`config.mk`:
```
export PLATFORM = sky130hd
export DESIGN_NAME = logic_unit_pipe
export DESIGN_NICKNAME = d
export VERILOG_FILES = /design/src/rtl/logic_pkg.sv /design/src/rtl/logic_unit_pipe_popcount.sv /design/src/rtl/logic_unit_pipe.sv
export SDC_FILE = /design/constraint.sdc
export NUM_CORES = 1
export LEC_CHECK = 0
export ABC_CLOCK_PERIOD_IN_PS = 3290
export CAP_MARGIN = 20
export CORE_ASPECT_RATIO = 1.75
export CORE_UTILIZATION = 47
export CTS_CLUSTER_SIZE = 24
export DETAILED_ROUTE_END_ITERATION = 6
export PLACE_DENSITY = 0.81
export SLEW_MARGIN = 40
export SYNTH_ARGS = -nofsm -noshare
export SYNTH_HDL_FRONTEND = slang
export SYNTH_SLANG_ARGS = --single-unit
```
`constraint.sdc`:
```
create_clock -name clk -period 3.29 [get_ports clk]
set_input_delay 0.658 -clock clk [delete_from_list [all_inputs] [get_ports clk]]
set_output_delay 0.658 -clock clk [all_outputs]
set_load 0.1 [all_outputs]
```
`src/rtl/logic_pkg.sv`:
```
// Shared constants for the datapath logic unit: opcode encoding and
// the width helper for population-count results.
package logic_pkg;

    localparam int OP_W = 3;

    // 000/001 keep the legacy 1-bit OP meaning (0=OR, 1=AND).
    localparam logic [OP_W-1:0] LOP_OR   = 3'b000;
    localparam logic [OP_W-1:0] LOP_AND  = 3'b001;
    localparam logic [OP_W-1:0] LOP_XOR  = 3'b010;
    localparam logic [OP_W-1:0] LOP_NOR  = 3'b011;
    localparam logic [OP_W-1:0] LOP_NAND = 3'b100;
    localparam logic [OP_W-1:0] LOP_XNOR = 3'b101;
    localparam logic [OP_W-1:0] LOP_NOTA = 3'b110;
    localparam logic [OP_W-1:0] LOP_ANDN = 3'b111;

    function automatic int cnt_width(input int w);
        return $clog2(w + 1);
    endfunction

endpackage

```
`src/rtl/logic_unit_pipe_popcount.sv`:
```
// Combinational population count built as a balanced binary adder tree
// over the input bits, padded with zero leaves up to a power of two.
module popcount #(
    parameter  int WIDTH = 8,
    localparam int CNT_W = logic_pkg::cnt_width(WIDTH)
) (
    input  logic [WIDTH-1:0] x,
    output logic [CNT_W-1:0] cnt
);
    localparam int LEAVES = 1 << $clog2(WIDTH);

    // Heap-ordered nodes: node 1 is the root, leaves sit at LEAVES..2*LEAVES-1.
    for (genvar k = 1; k < 2 * LEAVES; k++) begin : g_node
        logic [CNT_W-1:0] sum;
        if (k >= LEAVES) begin : g_leaf
            if (k - LEAVES < WIDTH) begin : g_bit
                assign sum = CNT_W'(x[k-LEAVES]);
            end else begin : g_pad
                assign sum = '0;
            end
        end else begin : g_add
            assign sum = g_node[2*k].sum + g_node[2*k+1].sum;
        end
    end

    assign cnt = g_node[1].sum;

endmodule

```
`src/rtl/logic_unit_pipe.sv`:
```
// Two-stage pipelined bitwise logic unit with valid/ready handshake.
// S1 holds the raw result, S2 holds the result plus zero/parity/popcount flags.
module logic_unit_pipe #(
    parameter  int WIDTH = 8,
    parameter  int OP_W  = 3,
    localparam int CNT_W = logic_pkg::cnt_width(WIDTH)
) (
    input  logic             clk,
    input  logic             reset,
    input  logic             in_valid,
    output logic             in_ready,
    input  logic [WIDTH-1:0] in_a,
    input  logic [WIDTH-1:0] in_b,
    input  logic [OP_W-1:0]  in_op,
    output logic             out_valid,
    input  logic             out_ready,
    output logic [WIDTH-1:0] out_y,
    output logic             out_zero,
    output logic             out_parity,
    output logic [CNT_W-1:0] out_popcnt
);
    import logic_pkg::*;

    if (OP_W != 3 || WIDTH < 2) begin : g_bad_param
        $error("logic_unit_pipe: OP_W must be 3 and WIDTH >= 2");
    end

    typedef struct packed {
        logic [WIDTH-1:0] y;
        logic             zero;
        logic             parity;
        logic [CNT_W-1:0] popcnt;
    } res_t;

    function automatic logic [WIDTH-1:0] logic_op(input logic [OP_W-1:0] op,
                                                  input logic [WIDTH-1:0] a,
                                                  input logic [WIDTH-1:0] b);
        case (op)
            LOP_OR:   return a | b;
            LOP_AND:  return a & b;
            LOP_XOR:  return a ^ b;
            LOP_NOR:  return ~(a | b);
            LOP_NAND: return ~(a & b);
            LOP_XNOR: return ~(a ^ b);
            LOP_NOTA: return ~a;
            LOP_ANDN: return a & ~b;
            default:  return '0;
        endcase
    endfunction

    logic             s1_valid, s2_valid;
    logic             s1_ready, s2_ready;
    logic [WIDTH-1:0] s1_y;
    logic [CNT_W-1:0] s1_cnt;
    res_t             s2_q;

    assign s2_ready = !s2_valid || out_ready;
    assign s1_ready = !s1_valid || s2_ready;
    assign in_ready = s1_ready && !reset;

    // Flags are computed between stages so S2 outputs come straight from flops.
    popcount #(.WIDTH(WIDTH)) u_popcount (
        .x   (s1_y),
        .cnt (s1_cnt)
    );

    always_ff @(posedge clk) begin
        if (reset) begin
            s1_valid <= 1'b0;
            s1_y     <= '0;
            s2_valid <= 1'b0;
            s2_q     <= '0;
        end else begin
            if (s1_ready) begin
                s1_valid <= in_valid;
                if (in_valid) s1_y <= logic_op(in_op, in_a, in_b);
            end
            if (s2_ready) begin
                s2_valid <= s1_valid;
                if (s1_valid) begin
                    s2_q <= '{y: s1_y, zero: (s1_cnt == '0),
                              parity: s1_cnt[0], popcnt: s1_cnt};
                end
            end
        end
    end

    assign out_valid  = s2_valid;
    assign out_y      = s2_q.y;
    assign out_zero   = s2_q.zero;
    assign out_parity = s2_q.parity;
    assign out_popcnt = s2_q.popcnt;

endmodule

```
# Word-level counts from Yosys, hierarchy flattened
# Index checks and enable logic that the tools add are counted.
# classes
add_sub_neg,7
mul,0
div,0
n_lt_le_gt_ge,0
n_eq_ne,7
n_shift,0
mux,1
bitwise_logic,9
reduce_logical,10
# op_table
operator,count
8-bit case mux with 8 select lines,1
8-bit inverter,5
8-bit bitwise AND,2
3-bit equality test (second input constant),4
1-bit by 1-bit adder with 2-bit output,4
8-bit bitwise OR,1
8-bit bitwise XOR,1
2-bit by 2-bit adder with 3-bit output,2
3-bit by 2-bit equality test with 1-bit output (second input constant),2
3-bit by 3-bit adder with 4-bit output,1
4-bit logical NOT,1
2-bit AND reduction,2
3-bit by 1-bit equality test with 1-bit output (second input constant),1
1-bit logical NOT,3
3-bit logical NOT,1
1-bit logical OR,2
1-bit logical AND,1
# word_totals
regBits,24
latchBits,0
ramBits,0
romBits,0
in_bits,23
memories,0

# Logic depth before layout (Yosys ltp)
# Gate-level depths: netlist of run 1.
# logic_depth
depth_word,4
ltp_mapped,11
depth_no_buf,11

# Hierarchy
# From an unflattened synthesis of run 1, not the netlist that was laid out.
# unflattened
cells_unflattened,217
hier_area_um2,1891.8
# modules_own_cells
mod,n_inst,cells_each,area_each_um2
logic_unit_pipe,1,202,1717.9
popcount,1,15,173.9

# Least setup slack after synthesis of run 1
# OpenSTA, ideal clock, no wires.
# synth_timing
path_type,reg2reg
from,register s1_y[0]
to,"register s2_q, in the netlist out_zero"
arrival_time_ns,3.150
required_time_ns,3.220
setup_slack_ns,0.069
stages_incl_launch_ff,12
path_cell_list,dfxtp_1 > fa_1 > inv_1 > fa_1 > fa_1 > inv_1 > ha_1 > inv_1 > fa_1 > xnor2_1 > or4_1 > a21oi_1
# synth_between
elab_chain_len,4
# synth_lines
item,line_no,text
from (decl),logic_unit_pipe.sv:53,logic [WIDTH-1:0] s1_y;
from (signal assigned),logic_unit_pipe.sv:76,"if (in_valid) s1_y <= logic_op(in_op, in_a, in_b);"
1-bit by 1-bit adder with 2-bit output,logic_unit_pipe_popcount.sv:22,assign sum = g_node[2*k].sum + g_node[2*k+1].sum;
2-bit by 2-bit adder with 3-bit output,logic_unit_pipe_popcount.sv:22,
3-bit by 3-bit adder with 4-bit output,logic_unit_pipe_popcount.sv:22,
4-bit logical NOT,logic_unit_pipe.sv:81,"s2_q <= '{y: s1_y, zero: (s1_cnt == '0),"
to (signal assigned),logic_unit_pipe.sv:81,
to (decl),logic_unit_pipe.sv:55,res_t s2_q;
# Every way passes these cells.
# A chain may end at the register's enable or synchronous reset.

# Worst setup path after layout of run 1
# Ends and elaborated chain as after synthesis.

==> flow_summary.ini, run 1 <==
[run_status]
status = finished, violations left
failed_checks = setup timing

[critical_path]
crit_chain = fa_1 > inv_1 > fa_1 > fa_1 > inv_1 > ha_2 > inv_1 > fa_2 > xnor2_1 > or4_1 > a21oi_2
r2r_start = s1_y[0]
critPathMaxFanout = 2
start_kind = register
cp_data_arrival_time_ns = 3.50
criticalPathCategory = reg -> reg
cpPeakStageDelay_ns = 0.55
r2r_slack_ns = -0.01
rr_endpoint = out_zero
cp_slowest_cell = or4_1
startpoint = s1_y[0]
cp.required_ns = 3.49
crit_path_end_kind = register
rr_worst_depth = 11
crit_path_end = out_zero

[die]
die_area_mm2 = 0.004334
num_rows = 30
coreArea_mm2 = 0.003866
die_height_um = 86.35
ios = 39
start_util = 0.4942
die_w_um = 50.20

[synthesis]
synth_cells = 231
async_reset_ff_frac = 0
synthesis.area_mm2 = 0.001911
synth-edff-count = 0
synth_top_area_frac = 0.2410
synthFlopType = dfxtp_1
ys_ff_latch = 23
seq_area_frac_synth = 0.2410
syn_nets = 285
yosys.area.top_type = dfxtp_1
yosysWarnings = 0
syn_avg_cell_area_um2 = 8.271
yosys.cell_types.count = 50
synth_area_leaders = dfxtp_1 (24%), ha_1 (18%), nand2_1 (7.1%)

[sta]
final.period_utilization = 1.004
rsz0062_at_grt = yes
fmax_mhz = 302.9
worst_pin_slew_ns = 0.8008
drv_slew = 0
max_slew_margin = 0.4651
finalHoldViolCount = 0
finalWorstSetupSlack_ns = -0.01176
period_needed_ns = 3.302
skew_ns = 0.001523
setup_viol = 1

[final_layout]
diodes = 0
area_growth_pct = 22.66
fin_area_mm2 = 0.002344
nets = 321
utilization = 0.6061
stdcell_count = 314
final_layout_size_suffix_gt1_frac = 0.1466

[place]
dp.cells = 310
dpl.hpwl_um = 3033
place_congestion = 0.8542
place_area_mm2 = 0.002288
post-place-ws_ns = -0.05910
io_buffers = 38

[clock_network]
cts.clk_slew.worst_paths_ns = 0.08
clk_latency_ns = 0.26
numCtsBuffers = 3
cts_tree = yes
clock_sinks = 23
htreeDepth = 1
cts_buffer_depth = 2
ctsHoldBuffers = 0
cts_root_buf = clkbuf_8

[grt]
grt_use_total = 0.1866
grt_max_degree = 19
grt-ovfl-total = 0
grt_pass1_wl_um = 6430
grt_pass1_vias = 1640
antenna_found_initial = 0

[route]
ant_nets = 0
dr.first_iter.drc_count = 45
viasPerCell = 5.417
vias = 1701
drc_errors = 0
routedWlPerCell_um = 11.75
wl_um = 3689
drt_pre_antenna_iters = 4

[min_path]
hold_path.class = reg -> reg

[flow_run]
cap_violations = 0

[pwr]
power.total_uw = 795.5
p_leak_nw = 1.027
p_per_area_mw_per_mm2 = 339.5
irDropWorstVdd_mv = 0.2622
[logic make-up after synthesis]
family,share of synthesized area
and+or+nand+nor,0.1880
DFF,0.2410
adders and majority gates,0.2187
xor gates and xnor gates,0.004585
AOI/OAI and AO/OA,0.2109
muxes,0.03995
buffers and inverters,0.09692
[metrics by stage]
step / setup TNS, ns / hold WS, ns
global placement: 0 / 0.4438
global route: -0.1360 / 0.4823
floorplan: 0 / 0.4443
CTS: -0.01646 / 0.4574
finish: -0.01176 / 0.4537
detailed placement: -0.05910 / 0.4466
[cells in the mapped netlist (4+ instances only)]
library cell and n:
nand2_1 36, mux2i_1 5, buf_4 4, dfxtp_1 23, ha_1 27, inv_1 28, a21oi_1 21, nand2b_1 5
buf_2 4, o21ai_0 4, fa_1 4, a32o_1 7, nor2_1 9, nor2b_1 7
[critical path, delay by kind of cell (launching register included)]
kind | cells | cell delay, ns
buffers and inverters | 3 | 0.17
and+or+nand+nor | 1 | 0.55
AOI/OAI and AO/OA | 1 | 0.12
xor gates and xnor gates | 1 | 0.15
adders and majority gates | 5 | 1.94
DFF | 1 | 0.33
[cell type report]
type | instances | area, um2
Timing Repair Buffer | 43 | 390.4
Multi-Input combinational cell | 166 | 1274
Inverter | 30 | 112.6
Sequential cell | 23 | 461.7
Clock buffer | 4 | 45.04
Tap cell | 48 | 60.06
Fill cell | 356 | 1523
[sequential cells by signal (all words and copies together), names as in the netlist]
name / flops
out_valid: 1
s1_y: 8
out_y: 8
out_zero: 1
out_popcnt: 4
s1_valid: 1
[placed cells by master (no fill, tap or decap), types with 2 or more instances in the layout]
cell type        synthesis  routed
nand2_1                 36      36
a21oi_1                 21      20
a32o_1                   7       7
inv_1                   28      28
mux2i_1                  5       5
a21oi_2                  1       2
ha_1                    27      26
clkbuf_8                 0       3
buf_4                    4      20
o221ai_1                 2       2
nand4_1                  2       2
nor2b_1                  7       7
dfxtp_1                 23      22
inv_2                    2       2
clkdlybuf4s50_1          0      22
o21ai_0                  4       4
a211o_1                  3       3
o22ai_1                  2       2
fa_1                     4       3
nand3_1                  2       2
a32oi_1                  2       2
nand2b_1                 5       5
nor2_1                   9       9
o211ai_1                 2       2
[report_power, final]
part	total (mW)	switching, mW	internal (mW)	leakage [nW]
Sequential	0.308	0.0123	0.295	0.188
Combinational	0.318	0.194	0.123	0.816
Clock	0.170	0.0839	0.0863	0.0228
[layer usage]
layer / GRT usage / vias to the layer above / part of all wire
met4: 0.1195 / 0 / 0.030
met3: 0.01404 / 11 / 0.027
li1: - / 858 / -
met5: 0 / - / 0
met2: 0.3721 / 48 / 0.56
met1: 0.1710 / 784 / 0.38
[worst min path at each step]
stage | slack [ns] | startpoint | depth (start not counted) | endpoint
after floorplan | 0.44 | s1_y[5] | 2 | out_y[5]
after global placement | 0.44 | out_y[1] | 2 | out_y[1]
after detailed placement | 0.45 | out_popcnt[3] | 2 | out_popcnt[3]
after CTS | 0.46 | out_popcnt[3] | 2 | out_popcnt[3]
after global routing | 0.48 | out_y[4] | 2 | out_y[4]
final | 0.45 | out_y[1] | 2 | out_y[1]
[timing repair]
action,4_1_cts,5_1_grt
buffers inserted,0,0
pin swaps,2,0
cloned,0,0
resized for setup,3,1
endpoints found under the setup margin,1,1
(Power assumes the default switching activity.)
==> run 2, diff against run 1 <==
--- a/config.mk
+++ b/config.mk
@@ -12,6 +12,7 @@
 export CTS_CLUSTER_SIZE = 24
 export DETAILED_ROUTE_END_ITERATION = 6
 export PLACE_DENSITY = 0.81
+export RECOVER_POWER = 50
 export SLEW_MARGIN = 40
 export SYNTH_ARGS = -nofsm -noshare
 export SYNTH_HDL_FRONTEND = slang
==> run 2 against run 1 <==
Net effect:
- the run still ends with setup timing left
- clock-buffer cell count unchanged
- total power decreased by 1.3%
- non-clock buffer count unchanged
- cell area decreased by 2.7%
- register-to-register slack about the same
- first-iteration DRC count decreased by 29%
- hold slack got worse by 0.00081 ns
- core utilization decreased by 1.7 points
- global-route usage unchanged
- final cell count unchanged
- clock power about the same
- clock skew about the same
- critical path type unchanged
- largest cell class unchanged
- highest routed layer unchanged
==> flow_summary.ini, run 2 (synthesized netlist as in run 1, its figures left out) <==
[pwr]
irDropWorstVdd_mv = 0.2518
pwr-share-seq = 0.391
p_sw_uw = 290.0
netSwitchingFraction = 0.3692
comb_power_share = 0.392
clkPwrFrac = 0.217
p_int_uw = 495.5
p_leak_nw = 0.9626
p_per_area_mw_per_mm2 = 344.6

[sta]
final.period_utilization = 1.004
holdWs_ns = 0.4529
skew_ns = 0.001167
setup_viol = 1
fmax_mhz = 302.7
setup_tns_ns = -0.01307
drv_slew = 0
worst_pin_slew_ns = 1.167
period_needed_ns = 3.303
finalWorstSetupSlack_ns = -0.01307
finalHoldViolCount = 0
max_slew_margin = 0.2253
rsz0062_at_grt = yes

[die]
num_rows = 30
die_height_um = 86.35
ios = 39
start_util = 0.4942
coreArea_mm2 = 0.003866
die_w_um = 50.20
die_area_mm2 = 0.004334

[critical_path]
cp.required_ns = 3.49
start_kind = register
critPathMaxFanout = 2
cp_data_arrival_time_ns = 3.50
crit_path_end_kind = register
criticalPathCategory = reg -> reg

[final_layout]
layout_common_cells = nand2_1 (36), inv_1 (28), ha_1 (26)
diodes = 0
regArea_um2 = 461.7
final_common_cell = nand2_1
nets = 321
fill_cells = 375
area_growth_pct = 19.32
fin_area_mm2 = 0.002280
final_layout_size_suffix_gt1_frac = 0.08647
multi_input_area_mm2 = 0.001266

[place]
dpl.hpwl_um = 3033
place_congestion = 0.8542
post-place-ws_ns = -0.05910
place_area_mm2 = 0.002288
io_buffers = 38

[min_path]
hold_path.class = reg -> reg

[grt]
grt_pass1_vias = 1640
grt-ovfl-total = 0
grt_max_degree = 19
grt_pass1_wl_um = 6430
grt_use_total = 0.1866
antenna_found_initial = 0

[route]
dr.first_iter.drc_count = 32
wirelength_met1_um = 1411
top_layer_used = met4
routedWlPerCell_um = 11.81
wl_um = 3707
drt_pre_antenna_iters = 4
vias = 1677
wl_met3_um = 113
drc_errors = 0
ant_nets = 0
viasPerCell = 5.341
dr_wl_met2_um = 2076

[flow_run]
cap_violations = 0

[clock_network]
cts_buffer_depth = 2
ctsHoldBuffers = 0
numCtsBuffers = 3
clock_sinks = 23
cts.clk_slew.worst_paths_ns = 0.08
cts_root_buf = clkbuf_8
cts_tree = yes
clk_latency_ns = 0.26
htreeDepth = 1

[run_status]
status = finished, violations left
failed_checks = setup timing
[run 2: through the flow]
stage | cells | power (mW) | util
2_1_floorplan | 231 | 0.5434 | -
3_3_place_gp | 310 | 0.6186 | 0.5919
3_5_place_dp | 310 | 0.6271 | 0.5919
4_1_cts | 314 | 0.7982 | 0.6052
5_1_grt | 314 | 0.8293 | 0.5896
6_report | 314 | 0.7855 | 0.5896
[run 2: final timing paths]
path	startpoint	end	slack [ns]	cells after the start
max	s1_y[0]	out_zero	-0.01	11
min	out_y[1]	out_y[1]	0.45	2
max reg2reg	s1_y[0]	out_zero	-0.01	11
min reg2reg	out_y[1]	out_y[1]	0.45	2
[run 2: area by class of cell]
class | instances | share of cell area
Timing Repair Buffer | 43 | 0.1465
Clock buffer | 4 | 0.01976
Sequential cell | 23 | 0.2025
Inverter | 30 | 0.04940
Multi-Input combinational cell | 166 | 0.5554
Tap cell | 48 | 0.02634
[run 2: layer usage]
| layer | vias to the layer above | global-route usage |
|---|---|---|
| met2 | 46 | 0.3721 |
| li1 | 856 | - |
| met1 | 766 | 0.1710 |
| met3 | 9 | 0.01404 |
| met5 | - | 0 |
| met4 | 0 | 0.1195 |
[run 2: power by group through the flow]
stage / sequential, mW / combinational (mW) / clock [mW]
final: 0.307 / 0.308 / 0.170
after global routing: 0.310 / 0.337 / 0.182
after CTS: 0.308 / 0.317 / 0.173
after detailed placement: 0.314 / 0.313 / 0
after global placement: 0.313 / 0.305 / 0
after floorplan: 0.372 / 0.172 / 0
[run 2: what timing repair did]
item	4_1_cts	5_1_grt
resized for setup	3	1
setup endpoints to repair	1	1
pin swaps	2	0
buffers inserted	0	0
[run 2: worst max-delay path, stage by stage, from the launching register on]
cell	delay, ns
dfxtp_2	0.33
fa_1	0.54
inv_1	0.05
fa_1	0.49
fa_1	0.41
inv_1	0.07
ha_2	0.17
inv_1	0.05
fa_2	0.33
xnor2_1	0.15
or4_1	0.55
a21oi_2	0.12
